File: config.mk
export PLATFORM = sky130hd
export DESIGN_NAME = tlul_host_arbiter
export DESIGN_NICKNAME = d
export VERILOG_FILES = /design/src/rtl/tlul_arb_pkg.sv /design/src/rtl/tlul_pkg.sv /design/src/rtl/tlul_arb_rr2.sv /design/src/rtl/tlul_host_arbiter.sv
export SDC_FILE = /design/constraint.sdc
export NUM_CORES = 1
export LEC_CHECK = 0
export CAP_MARGIN = 40
export CORE_AREA = 2 2 164 166
export CTS_BUF_LIST = sky130_fd_sc_hd__clkbuf_2
export DETAILED_ROUTE_END_ITERATION = 10
export DIE_AREA = 0 0 166 168
export PLACE_DENSITY = 0.39
export SYNTH_ARGS = -nofsm -noshare
export SYNTH_HDL_FRONTEND = slang
export SYNTH_SLANG_ARGS = --single-unit
File: constraint.sdc
create_clock -name clk_i -period 7.97 [get_ports clk_i]
set_input_delay 1.1955 -clock clk_i [delete_from_list [all_inputs] [get_ports clk_i]]
set_output_delay 1.1955 -clock clk_i [all_outputs]
set_load 0.02 [all_outputs]
File: src/rtl/tlul_arb_pkg.sv
// -----------------------------------------------------------------------------
// tlul_arb_pkg
// Constants, state encoding and source-tag helpers for tlul_host_arbiter.
//   tag_src   : shifts a host a_source left and appends the host ID in bit 0
//   untag_src : recovers the host's own source from a tagged d_source
// -----------------------------------------------------------------------------
package tlul_arb_pkg;

  localparam int NumHosts = 2;
  localparam int HostIdW  = 1;
  localparam int SrcShift = 1;
  localparam int SrcW     = 8;
  localparam int CntW     = 4;

  // Arbiter grant-lock state: FREE arbitrates each cycle, LOCKED holds the
  // grant on a host whose beat is waiting for device a_ready.
  typedef enum logic {
    ARB_FREE   = 1'b0,
    ARB_LOCKED = 1'b1
  } arb_state_e;

  // The top source bit of the host falls off the end; the caller flags that
  // case as an error but still forwards the truncated tag.
  function automatic logic [SrcW-1:0] tag_src(input logic [SrcW-1:0]    src,
                                              input logic [HostIdW-1:0] id);
    tag_src = (src << SrcShift) | SrcW'(id);
  endfunction

  function automatic logic [SrcW-1:0] untag_src(input logic [SrcW-1:0] src);
    untag_src = src >> SrcShift;
  endfunction

endpackage : tlul_arb_pkg

File: src/rtl/tlul_pkg.sv
// -----------------------------------------------------------------------------
// tlul_pkg
// Minimal TileLink Uncached Lightweight (TL-UL) channel types shared by the
// host arbiter and its neighbours.
//   tl_h2d_t : host-to-device bundle (A channel request plus D channel ready)
//   tl_d2h_t : device-to-host bundle (D channel response plus A channel ready)
// -----------------------------------------------------------------------------
package tlul_pkg;

  localparam int TL_AW  = 32;  // address width
  localparam int TL_DW  = 32;  // data width
  localparam int TL_AIW = 8;   // a_source / d_source width
  localparam int TL_DIW = 1;   // d_sink width
  localparam int TL_SZW = 2;   // size field width
  localparam int TL_DBW = TL_DW / 8;

  typedef struct packed {
    logic              a_valid;
    logic [2:0]        a_opcode;
    logic [2:0]        a_param;
    logic [TL_SZW-1:0] a_size;
    logic [TL_AIW-1:0] a_source;
    logic [TL_AW-1:0]  a_address;
    logic [TL_DBW-1:0] a_mask;
    logic [TL_DW-1:0]  a_data;
    logic              d_ready;
  } tl_h2d_t;

  typedef struct packed {
    logic              d_valid;
    logic [2:0]        d_opcode;
    logic [2:0]        d_param;
    logic [TL_SZW-1:0] d_size;
    logic [TL_AIW-1:0] d_source;
    logic [TL_DIW-1:0] d_sink;
    logic [TL_DW-1:0]  d_data;
    logic              d_error;
    logic              a_ready;
  } tl_d2h_t;

endpackage : tlul_pkg

File: src/rtl/tlul_arb_rr2.sv
// -----------------------------------------------------------------------------
// tlul_arb_rr2
// Two-way arbiter with round-robin or fixed priority and a grant lock that
// holds the winner while its beat is back-pressured by the device.
// Ports:
//   clk_i, rst_i   clock, synchronous active-high reset
//   i_elig[1:0]    per-host eligibility (a_valid and below outstanding limit)
//   i_accept       granted beat handshaken this cycle
//   i_stall        granted beat valid but not accepted this cycle
//   o_gnt          granted host ID (meaningful when o_gnt_valid)
//   o_gnt_valid    a host is granted this cycle
//   o_lock         grant lock currently held
// -----------------------------------------------------------------------------
module tlul_arb_rr2
  import tlul_arb_pkg::*;
#(
  parameter bit FixedPrio = 1'b0
) (
  input  logic       clk_i,
  input  logic       rst_i,
  input  logic [1:0] i_elig,
  input  logic       i_accept,
  input  logic       i_stall,
  output logic       o_gnt,
  output logic       o_gnt_valid,
  output logic       o_lock
);

  arb_state_e r_state;
  arb_state_e w_state_next;
  logic       r_rr;          // host that wins the next contested cycle
  logic       w_rr_next;
  logic       r_lock_id;
  logic       w_lock_id_next;
  logic       w_gnt;
  logic       w_gnt_valid;

  always_ff @(posedge clk_i) begin
    if (rst_i) begin
      r_state   <= ARB_FREE;
      r_rr      <= 1'b0;
      r_lock_id <= 1'b0;
    end else begin
      r_state   <= w_state_next;
      r_rr      <= w_rr_next;
      r_lock_id <= w_lock_id_next;
    end
  end

  // Grant selection is kept in its own block so the accept/stall inputs,
  // which the top derives from this grant, do not close a loop in one process.
  always_comb begin
    w_gnt       = 1'b0;
    w_gnt_valid = 1'b0;
    if (r_state == ARB_LOCKED) begin
      w_gnt       = r_lock_id;
      w_gnt_valid = 1'b1;
    end else begin
      unique case (i_elig)
        2'b01: begin
          w_gnt       = 1'b0;
          w_gnt_valid = 1'b1;
        end
        2'b10: begin
          w_gnt       = 1'b1;
          w_gnt_valid = 1'b1;
        end
        2'b11: begin
          w_gnt       = FixedPrio ? 1'b1 : r_rr;
          w_gnt_valid = 1'b1;
        end
        default: begin
          w_gnt       = 1'b0;
          w_gnt_valid = 1'b0;
        end
      endcase
    end
  end

  always_comb begin
    w_state_next   = r_state;
    w_rr_next      = r_rr;
    w_lock_id_next = r_lock_id;
    if (i_accept) begin
      w_state_next = ARB_FREE;
      w_rr_next    = ~w_gnt;
    end else if (i_stall && (r_state == ARB_FREE)) begin
      w_state_next   = ARB_LOCKED;
      w_lock_id_next = w_gnt;
    end
  end

  assign o_gnt       = w_gnt;
  assign o_gnt_valid = w_gnt_valid;
  assign o_lock      = (r_state == ARB_LOCKED);

endmodule : tlul_arb_rr2

File: src/rtl/tlul_host_arbiter.sv
// -----------------------------------------------------------------------------
// tlul_host_arbiter
// Shares one TL-UL device port between the core instruction host (host0) and
// data host (host1). The A channel is arbitrated with a grant lock, a_source
// is tagged with the host ID in bit 0, and D responses are routed back by that
// tag. Each host may have at most MaxOutstanding unanswered requests.
// Ports:
//   clk_i, rst_i   clock, synchronous active-high reset
//   tl_h0_i/_o     host0 request in / response and a_ready out
//   tl_h1_i/_o     host1 request in / response and a_ready out
//   tl_d_o/_i      merged request to device / device response
//   busy_o         outstanding requests exist or a grant lock is held
//   err_o          pulse: a_source[7] set on an accepted beat, or a response
//                  for a host with nothing outstanding
// -----------------------------------------------------------------------------
module tlul_host_arbiter
  import tlul_pkg::*;
  import tlul_arb_pkg::*;
#(
  parameter int MaxOutstanding = 4,
  parameter bit FixedPrio      = 1'b0
) (
  input  logic    clk_i,
  input  logic    rst_i,
  input  tl_h2d_t tl_h0_i,
  output tl_d2h_t tl_h0_o,
  input  tl_h2d_t tl_h1_i,
  output tl_d2h_t tl_h1_o,
  output tl_h2d_t tl_d_o,
  input  tl_d2h_t tl_d_i,
  output logic    busy_o,
  output logic    err_o
);

  if ((MaxOutstanding < 1) || (MaxOutstanding > 15)) begin : g_bad_max
    $error("tlul_host_arbiter: MaxOutstanding must be in 1..15");
  end

  localparam logic [CntW-1:0] MaxCnt = CntW'(MaxOutstanding);

  tl_h2d_t       w_h2d [NumHosts];
  tl_d2h_t       w_d2h [NumHosts];
  logic [1:0]    w_elig;
  logic [1:0]    w_cnt_zero;
  logic          w_gnt;
  logic          w_gnt_valid;
  logic          w_lock;
  tl_h2d_t       w_sel;
  logic          w_sel_valid;
  logic          w_accept;
  logic          w_stall;
  logic          w_id;
  logic          w_rsp;
  logic          w_rsp_err;

  assign w_h2d[0] = tl_h0_i;
  assign w_h2d[1] = tl_h1_i;
  assign tl_h0_o  = w_d2h[0];
  assign tl_h1_o  = w_d2h[1];

  tlul_arb_rr2 #(
    .FixedPrio (FixedPrio)
  ) u_arb (
    .clk_i       (clk_i),
    .rst_i       (rst_i),
    .i_elig      (w_elig),
    .i_accept    (w_accept),
    .i_stall     (w_stall),
    .o_gnt       (w_gnt),
    .o_gnt_valid (w_gnt_valid),
    .o_lock      (w_lock)
  );

  // ---------------------------------------------------------------- A channel
  assign w_sel       = w_h2d[w_gnt];
  assign w_sel_valid = w_gnt_valid & w_sel.a_valid & ~rst_i;
  assign w_accept    = w_sel_valid & tl_d_i.a_ready;
  assign w_stall     = w_sel_valid & ~tl_d_i.a_ready;

  // ---------------------------------------------------------------- D channel
  assign w_id      = tl_d_i.d_source[0];
  assign w_rsp     = tl_d_i.d_valid & w_h2d[w_id].d_ready & ~rst_i;
  assign w_rsp_err = w_rsp & w_cnt_zero[w_id];

  always_comb begin
    tl_d_o = '0;
    if (w_gnt_valid && !rst_i) begin
      tl_d_o          = w_sel;
      tl_d_o.a_source = tag_src(w_sel.a_source, w_gnt);
    end
    // d_ready follows the host the response belongs to, not the A grant.
    tl_d_o.d_ready = ~rst_i & w_h2d[w_id].d_ready;
  end

  function automatic tl_d2h_t host_rsp(input tl_d2h_t d,
                                       input logic    dv,
                                       input logic    ar);
    host_rsp          = d;
    host_rsp.d_source = untag_src(d.d_source);
    host_rsp.d_valid  = dv;
    host_rsp.a_ready  = ar;
  endfunction

  // ------------------------------------------------ per-host counters and I/O
  for (genvar gi = 0; gi < NumHosts; gi++) begin : g_host
    logic [CntW-1:0] r_cnt;
    logic            w_inc;
    logic            w_dec;

    assign w_inc = w_accept & (w_gnt == 1'(gi));
    // A response with nothing outstanding is forwarded but cannot underflow.
    assign w_dec = w_rsp & (w_id == 1'(gi)) & (r_cnt != '0);

    assign w_cnt_zero[gi] = (r_cnt == '0);
    assign w_elig[gi]     = w_h2d[gi].a_valid & (r_cnt < MaxCnt);

    assign w_d2h[gi] = host_rsp(tl_d_i,
                                tl_d_i.d_valid & (w_id == 1'(gi)) & ~rst_i,
                                w_gnt_valid & (w_gnt == 1'(gi)) &
                                  tl_d_i.a_ready & ~rst_i);

    always_ff @(posedge clk_i) begin
      if (rst_i) begin
        r_cnt <= '0;
      end else if (w_inc && !w_dec) begin
        r_cnt <= r_cnt + 1'b1;
      end else if (w_dec && !w_inc) begin
        r_cnt <= r_cnt - 1'b1;
      end
    end
  end

  assign busy_o = ~rst_i & (~(&w_cnt_zero) | w_lock);
  assign err_o  = (w_accept & w_sel.a_source[SrcW-1]) | w_rsp_err;

endmodule : tlul_host_arbiter
== Yosys cells after proc, flatten, opt, wreduce, memory -nomap -nowiden ==
Index checks and enable logic that the tools add are counted.
Word-level totals
  register bits after elaboration: 11
  output and inout port bits: 192
Operators by class
  $add $sub $neg: 4
  magnitude comparators: 5
  equality and inequality tests: 3
  muxes and demuxes: 17
  bitwise operators: 40
  reduce and logical (&&, ||, !) cells: 21
Operators by type and width (count)
  86-bit 2-to-1 mux: 4
  1-bit AND: 28
  4-bit 2-to-1 mux: 4
  4-bit by 1-bit adder with 4-bit output, second input constant: 2
  4-bit logical NOT: 2
  4-bit by 3-bit less-than comparator with 1-bit output, second input constant: 2
  1-bit 2-to-1 mux: 8
  8-bit by 1-bit bitwise OR with 8-bit output: 1
  4-bit nonzero test: 2
  4-bit by 1-bit subtractor with 4-bit output, second input constant: 2
  1-bit inverter: 7
  1-bit logical AND: 6
  1-bit logical NOT: 5
  2-bit equality test, second input constant: 2
  2-bit greater-or-equal comparator, second input constant: 2
  1-bit inverter with 2-bit output: 2
  2-bit AND reduction: 2
  2-bit nonzero test: 2
  3-bit OR reduction: 1
  2-bit by 1-bit equality test with 1-bit output, second input constant: 1
  1-bit by 2-bit less-than comparator with 1-bit output, second input constant: 1
  1-bit bitwise OR: 2
  1-bit case mux with 2 select lines: 1
  2-bit OR reduction: 1

== Logic depth before layout (Yosys ltp) ==
Gate-level depths: netlist (run 1).
  word-level depth: 17
  mapped depth: 11
  mapped depth without buffers: 10

== Cells and area by module ==
From an unflattened synthesis (run 1), not the netlist that was laid out.
Second synthesis, totals
  cells, all modules: 389
  area total of the unflattened synthesis: 2835.2 um2
By module, submodules not included
  tlul_host_arbiter: times used 1, cells an instance 372, area an instance 2691.3 um2, seq. area each 160.2 um2
  tlul_arb_rr2: times used 1, cells an instance 17, area an instance 143.9 um2, seq. area each 60.1 um2

== Worst setup path before layout (run 1) ==
No wires, ideal clock.
  path kind: in2out
  from: in tl_h1_i[85] (netlist name)
  to: out tl_d_o[15] (netlist name)
  arrival: 2.797 ns
  data required time: 6.775 ns
  path slack: 3.977 ns
  cell stages on the path: 6
  path buffers: 2
  cells stage by stage: or3b_4 -> o31ai_1 -> buf_2 -> buf_2 -> nand2_1 -> a21oi_1
RTL lines
  start: declaration: line tlul_host_arbiter.sv:27  | input tl_h2d_t tl_h1_i,
  end: declaration: line tlul_host_arbiter.sv:29  | output tl_h2d_t tl_d_o,

==> flow_summary.toml, run 1 <==
[critical_path]
r2r_start = "g_host[0].r_cnt[3]"
critPathMaxStageDelay_ps = 690
cp_top_family = "buffers and inverters"
path_cells = "clkdlybuf4s50_1 > nor4b_1 > o31a_2 > buf_4 > nand2_1 > a21oi_1 > clkdlybuf4s50_1"
cp_max_fo = 37
critPathBufInv = 3
cp_data_arrival_time_ps = 4260
critPathSlowestCell = "nor4b_1"
crit_top_cell = "clkdlybuf4s50_1"
r2r_setup_slack_ps = 4250
cp.required_ps = 6770
r2r_end = "g_host[0].r_cnt[3]"
critPathKind = "in -> out"
cp-start-kind = "input port"
reg2reg_depth = 11
end_kind = "primary output"

[yosys]
synth-edff-count = 0
syn_area_um2 = 2750
synth-main-ff-cell = "dfxtp_1"
ys_async_sr_fraction_pct = 0
ys_types = 37
synth_seq_cells = 11
synth_seq_area_share_pct = 8.00
synth.top_cell.area_share_pct = 28.4
synth_warnings = 0
synth_area_leaders = "buf_4 (28%), nand2_1 (23%), a21oi_1 (16%), dfxtp_1 (8.0%), clkbuf_1 (3.1%)"
yosys.area.top_type = "buf_4"
syn_avg_cell_area_um2 = 5.79
netlist_instances = 476

[sta]
slew_headroom_pct = 43.9
maxSlewViolCount = 0
rsz0062_at_grt = "no"
setup-tns-final_ps = 0
timing.fmax_mhz = 183
tightest_slew_ps = 830
whs_ps = 480
fin_skew_ps = 15.3
finalCritPeriodShare_pct = 68.5
setup_viol = 0
finalHoldViolations = 0
fin_ws_ps = 2510
fin_crit_ps = 5460

[clock_network]
cts_buffers = 3
ctsHoldBuffers = 0
clk_latency_ps = 280
cts_root_buf = "clkbuf_2"
cts-resized-gates = 0
cts_tree = "done"
h-tree-depth = 1
cts_setup_buffers = 0
clock_path_buffers = 2
clk_pin_slew_ps = 140
cts_num_sinks = 11

[min_path]
hp-class = "reg -> reg"
min_path_cells = 2
hold_path.startpoint = "u_arb.r_rr"
hold_end = "u_arb.r_rr"

[floorplanning]
die-area_um2 = 27900
fp.dieW_um = 166
die_y_um = 168
rows = 60
num_io_pins = 418
core_um2 = 26400
start_util_pct = 10.5

[run]
drv_cap = 0

[final_layout]
drive_above_1_share_pct = 3.21
antenna_cells = 0
fin_nets = 858
area_delta_synth_final_pct = 84.3

[placement]
port_buffers = 268
place.detailed.hpwl_mm = 11.2
gp_congestion = 0.721
place_worst_setup_slack_ps = 2450

[drt]
drt_first_pass_iters = 4
wire_per_inst_um = 14.5
drc = 0
ant_nets = 0
vias = 3471
drt_iter0_drc = 89
drt_wl_total_mm = 14.0
viasPerCell = 3.60

[global_routing]
grt_pass1_vias = 3429
grt_max_degree = 48
grt.total_usage_pct = 9.24
grt_pass1_wl_mm = 20.6
antenna_found_initial = 0
overflow = 0

[power_and_ir_drop]
ir_drop_uv = 45.2
power.density_nw_per_um2 = 95.4
p_leak_nw = 1.92

[run_status]
outcome = "finished clean"
## cell type report
class                      instances  area, um2
inverter                           5       18.8
clock buffer                       3       15.0
clock inverter                     1       5.00
sequential                        11        220
fill                            3006      21300
tap                              341        427
timing repair buffer             274       2740
multi-input combinational        329       1650
## cell usage in the layout, fill, tap and decap left out, types with 3 or more instances in the layout
master | netlist | routed
clkdlybuf4s50_1 | 0 | 268
nand2_1 | 172 | 172
a21oi_1 | 87 | 87
nor2_1 | 17 | 17
dfxtp_1 | 11 | 11
mux2i_1 | 7 | 7
ha_1 | 6 | 6
inv_1 | 5 | 5
buf_4 | 104 | 5
nor3_1 | 4 | 4
clkbuf_2 | 0 | 3
## registers in the layout (all words and copies together), names as in the netlist
signal	count
u_arb.r_rr	1
u_arb.r_lock_id	1
g_host.r_cnt	8
u_arb.o_lock	1
## worst max path at each step
stage                      startpoint          to  slack, ps  cells after the start
after CTS                 tl_h0_i[85]  tl_d_o[66]       2450                      7
after global placement    tl_h0_i[85]  tl_d_o[66]       1920                      7
after floorplan           tl_h1_i[85]  tl_d_o[15]       3980                      6
after detailed placement  tl_h0_i[85]  tl_d_o[66]       2450                      7
after global routing      tl_h0_i[85]  tl_d_o[66]       2220                      7
final                     tl_h0_i[85]  tl_d_o[66]       2510                      7
## logic make-up after synthesis
kind of cell    Yosys count  synth area share, %
xor+xnor                  4                 1.27
simple gates            207                 30.4
compound gates           99                 19.6
flops                    11                 8.00
fa+ha+maj                 8                 4.18
mux                       9                 3.36
buf+inv                 137                 33.1
other cells               1                0.136
## per-stage QoR
step                total power [mW]  area [um2]  instances  util (%)
floorplan                      0.317        2760        477         -
global placement               0.458        5040        959      19.1
detailed placement             0.458        5060        960      19.2
CTS                            0.493        5080        964      19.3
global route                   0.524        5080        964      19.3
finish                         0.484        5080        964      19.3
## tightest hold or removal path: stages (launching register included)
cell,delay [ps]
dfxtp_1,340
nand2_1,60
o21bai_1,50
## layer usage
| layer | track usage [%] | wire, um | vias up |
|---|---|---|---|
| met2 | 15.8 | 6490 | 265 |
| met5 | 0.870 | 27 | - |
| met4 | 1.40 | 122 | 2 |
| li1 | - | - | 1730 |
| met1 | 10.5 | 5530 | 1456 |
| met3 | 4.51 | 1800 | 18 |
## where the power goes
part           total [mW]  internal [mW]  switching [mW]
Clock              0.0337         0.0113          0.0223
Sequential         0.0632         0.0586         0.00461
Combinational       0.387          0.197           0.190
Total               0.484          0.267           0.217
## synth_stat cells (2+ instances only)
cell / instances
or3b_2: 2
ha_1: 6
buf_4: 104
a21oi_1: 87
clkbuf_1: 23
nor3_1: 4
nor4_1: 2
mux2i_1: 7
a21o_1: 2
xor2_1: 2
nor2_1: 17
mux2_2: 2
buf_2: 5
a31oi_1: 2
inv_1: 5
dfxtp_1: 11
nand2_1: 172
xnor2_1: 2
nor2b_1: 2
fa_1: 2
Power figures use the tool's default switching activity.
==> run 2: changes to the inputs <==
Settings changed: CORE_AREA 2 2 164 166 to 2 2 161 163, DIE_AREA 0 0 166 168 to 0 0 163 165, PLACE_DENSITY 0.39 to 0.41.
Clock period 7.97 ns to 5.1 ns, I/O delays scaled along.
==> run 2 against run 1 <==
  * Cell count down 0.83%
  * Wire length up 6.6%
  * Setup slack worse by 1600 ps
  * Non-clock buffer count up 3
  * Largest power group unchanged
  * First-iteration DRC count up 44%
  * Critical path type unchanged
  * Power up 57%
==> flow_summary.toml, run 2 (synthesis results as in run 1) <==
[floorplanning]
rows = 58
core_um2 = 25000
num_io_pins = 418
start_util_pct = 11.0
die-area_um2 = 26900
die_y_um = 165
fp.dieW_um = 163

[power_and_ir_drop]
ir_drop_uv = 68.2
power.density_nw_per_um2 = 150
p_leak_nw = 1.93

[critical_path]
cp_max_fo = 49
end_kind = "primary output"
cp-start-kind = "input port"
reg2reg_depth = 10
r2r_setup_slack_ps = 1760
critPathKind = "in -> out"
cp_data_arrival_time_ps = 3450
r2r_start = "g_host[1].r_cnt[2]"
r2r_end = "g_host[0].r_cnt[3]"
cp.required_ps = 4340

[global_routing]
use_met3_pct = 5.55
overflow = 0
grt_max_degree = 50
grt_pass1_vias = 3380
grt_pass1_wl_mm = 20.3
met1_usage_pct = 10.9
met2_usage_pct = 16.9
grt.total_usage_pct = 9.78
grt-busiest-layer = "met2"
antenna_found_initial = 0

[final_layout]
regArea_um2 = 220
layout_commonest_cell = "clkdlybuf4s50_1"
fin_nets = 861
area_delta_synth_final_pct = 84.6
regMostFlops = "g_host.r_cnt"
layout_common_cells = "clkdlybuf4s50_1 (268), nand2_1 (172), a21oi_1 (87), nor2_1 (17), dfxtp_1 (11)"
num-fill-cells = 2851
fin_cells = 956
largest_reg_flops = 8
multi_input_area_um2 = 1650
antenna_cells = 0
drive_above_1_share_pct = 3.67
fin_area_um2 = 5080

[drt]
vias = 3438
drt_wl_total_mm = 14.9
drt_first_pass_iters = 4
drc = 0
viasPerCell = 3.60
wire_per_inst_um = 15.6
drt_iter0_drc = 128
ant_nets = 0

[clock_network]
cts_root_buf = "clkbuf_2"
ctsHoldBuffers = 0
cts_setup_buffers = 0
cts_num_sinks = 11
clock_path_buffers = 2
cts-resized-gates = 0
h-tree-depth = 1
clk_latency_ps = 260
clk_pin_slew_ps = 120
cts_buffers = 3
cts_tree = "done"

[placement]
place_worst_setup_slack_ps = 807
gp_congestion = 0.687
place.detailed.hpwl_mm = 12.2
dp.cells = 952
placed_cell_area_um2 = 5060
port_buffers = 268

[sta]
fin_crit_ps = 4220
finalCritPeriodShare_pct = 82.7
timing.fmax_mhz = 237
maxSlewViolCount = 0
fin_skew_ps = 3.78
finalHoldViolations = 0
whs_ps = 487
slew_headroom_pct = 55.8
setup_viol = 0
setup-tns-final_ps = 0
rsz0062_at_grt = "no"
fin_ws_ps = 881
tightest_slew_ps = 658

[min_path]
hold_path.startpoint = "u_arb.r_lock_id"
hp-class = "reg -> reg"
min_path_cells = 2
hold_end = "u_arb.r_lock_id"

[run_status]
outcome = "finished clean"

[run]
drv_cap = 0
-- run 2: changes by cell type in the layout (fill, tap and decap cells not counted) --
cell and change:
buf_4 +3, clkbuf_2 +1, clkinv_2 -1
-- run 2: where the power goes --
part / internal, mW / switching [mW]
Clock: 0.0208 / 0.0327
Sequential: 0.0915 / 0.00712
Combinational: 0.310 / 0.300
Total: 0.422 / 0.339
-- run 2: worst max path at each step --
stage                startpoint                 end  slack, ps  cells past startpoint
global route        tl_h1_i[85]          tl_d_o[56]        700                      7
floorplan           tl_h1_i[85]  g_host[1].r_cnt[3]       1650                     11
finish              tl_h1_i[85]          tl_d_o[73]        880                      7
detailed placement  tl_h1_i[85]  g_host[0].r_cnt[3]        810                     11
global placement    tl_h1_i[85]  g_host[0].r_cnt[3]        870                     11
CTS                 tl_h1_i[85]          tl_d_o[73]        820                      7
-- run 2: area by class of cell --
class / count / share of cell area [%]
Timing Repair Buffer: 277 / 54.3
Sequential cell: 11 / 4.33
Clock buffer: 4 / 0.394
Inverter: 5 / 0.369
Tap cell: 330 / 8.12
Multi-Input combinational cell: 329 / 32.5
-- run 2: critical path, stage by stage --
cell,delay (ps)
clkdlybuf4s50_1,500
or3b_4,430
o31ai_4,270
buf_4,490
nand2_1,130
a21oi_1,190
clkdlybuf4s50_1,630
-- run 2: metrics by stage --
| step | power [mW] | utilization (%) |
|---|---|---|
| final | 0.762 | 20.3 |
| after global routing | 0.821 | 20.3 |
| after CTS | 0.775 | 20.3 |
| after detailed placement | 0.716 | 20.2 |
| after global placement | 0.719 | 20.2 |
| after floorplan | 0.496 | - |
-- run 2: layer usage --
layer  routed length [um]  vias to the layer above
met2                 7090                      229
met3                 2080                       11
met5                    0                        -
met1                 5620                     1463
li1                     -                     1735
met4                  100                        0
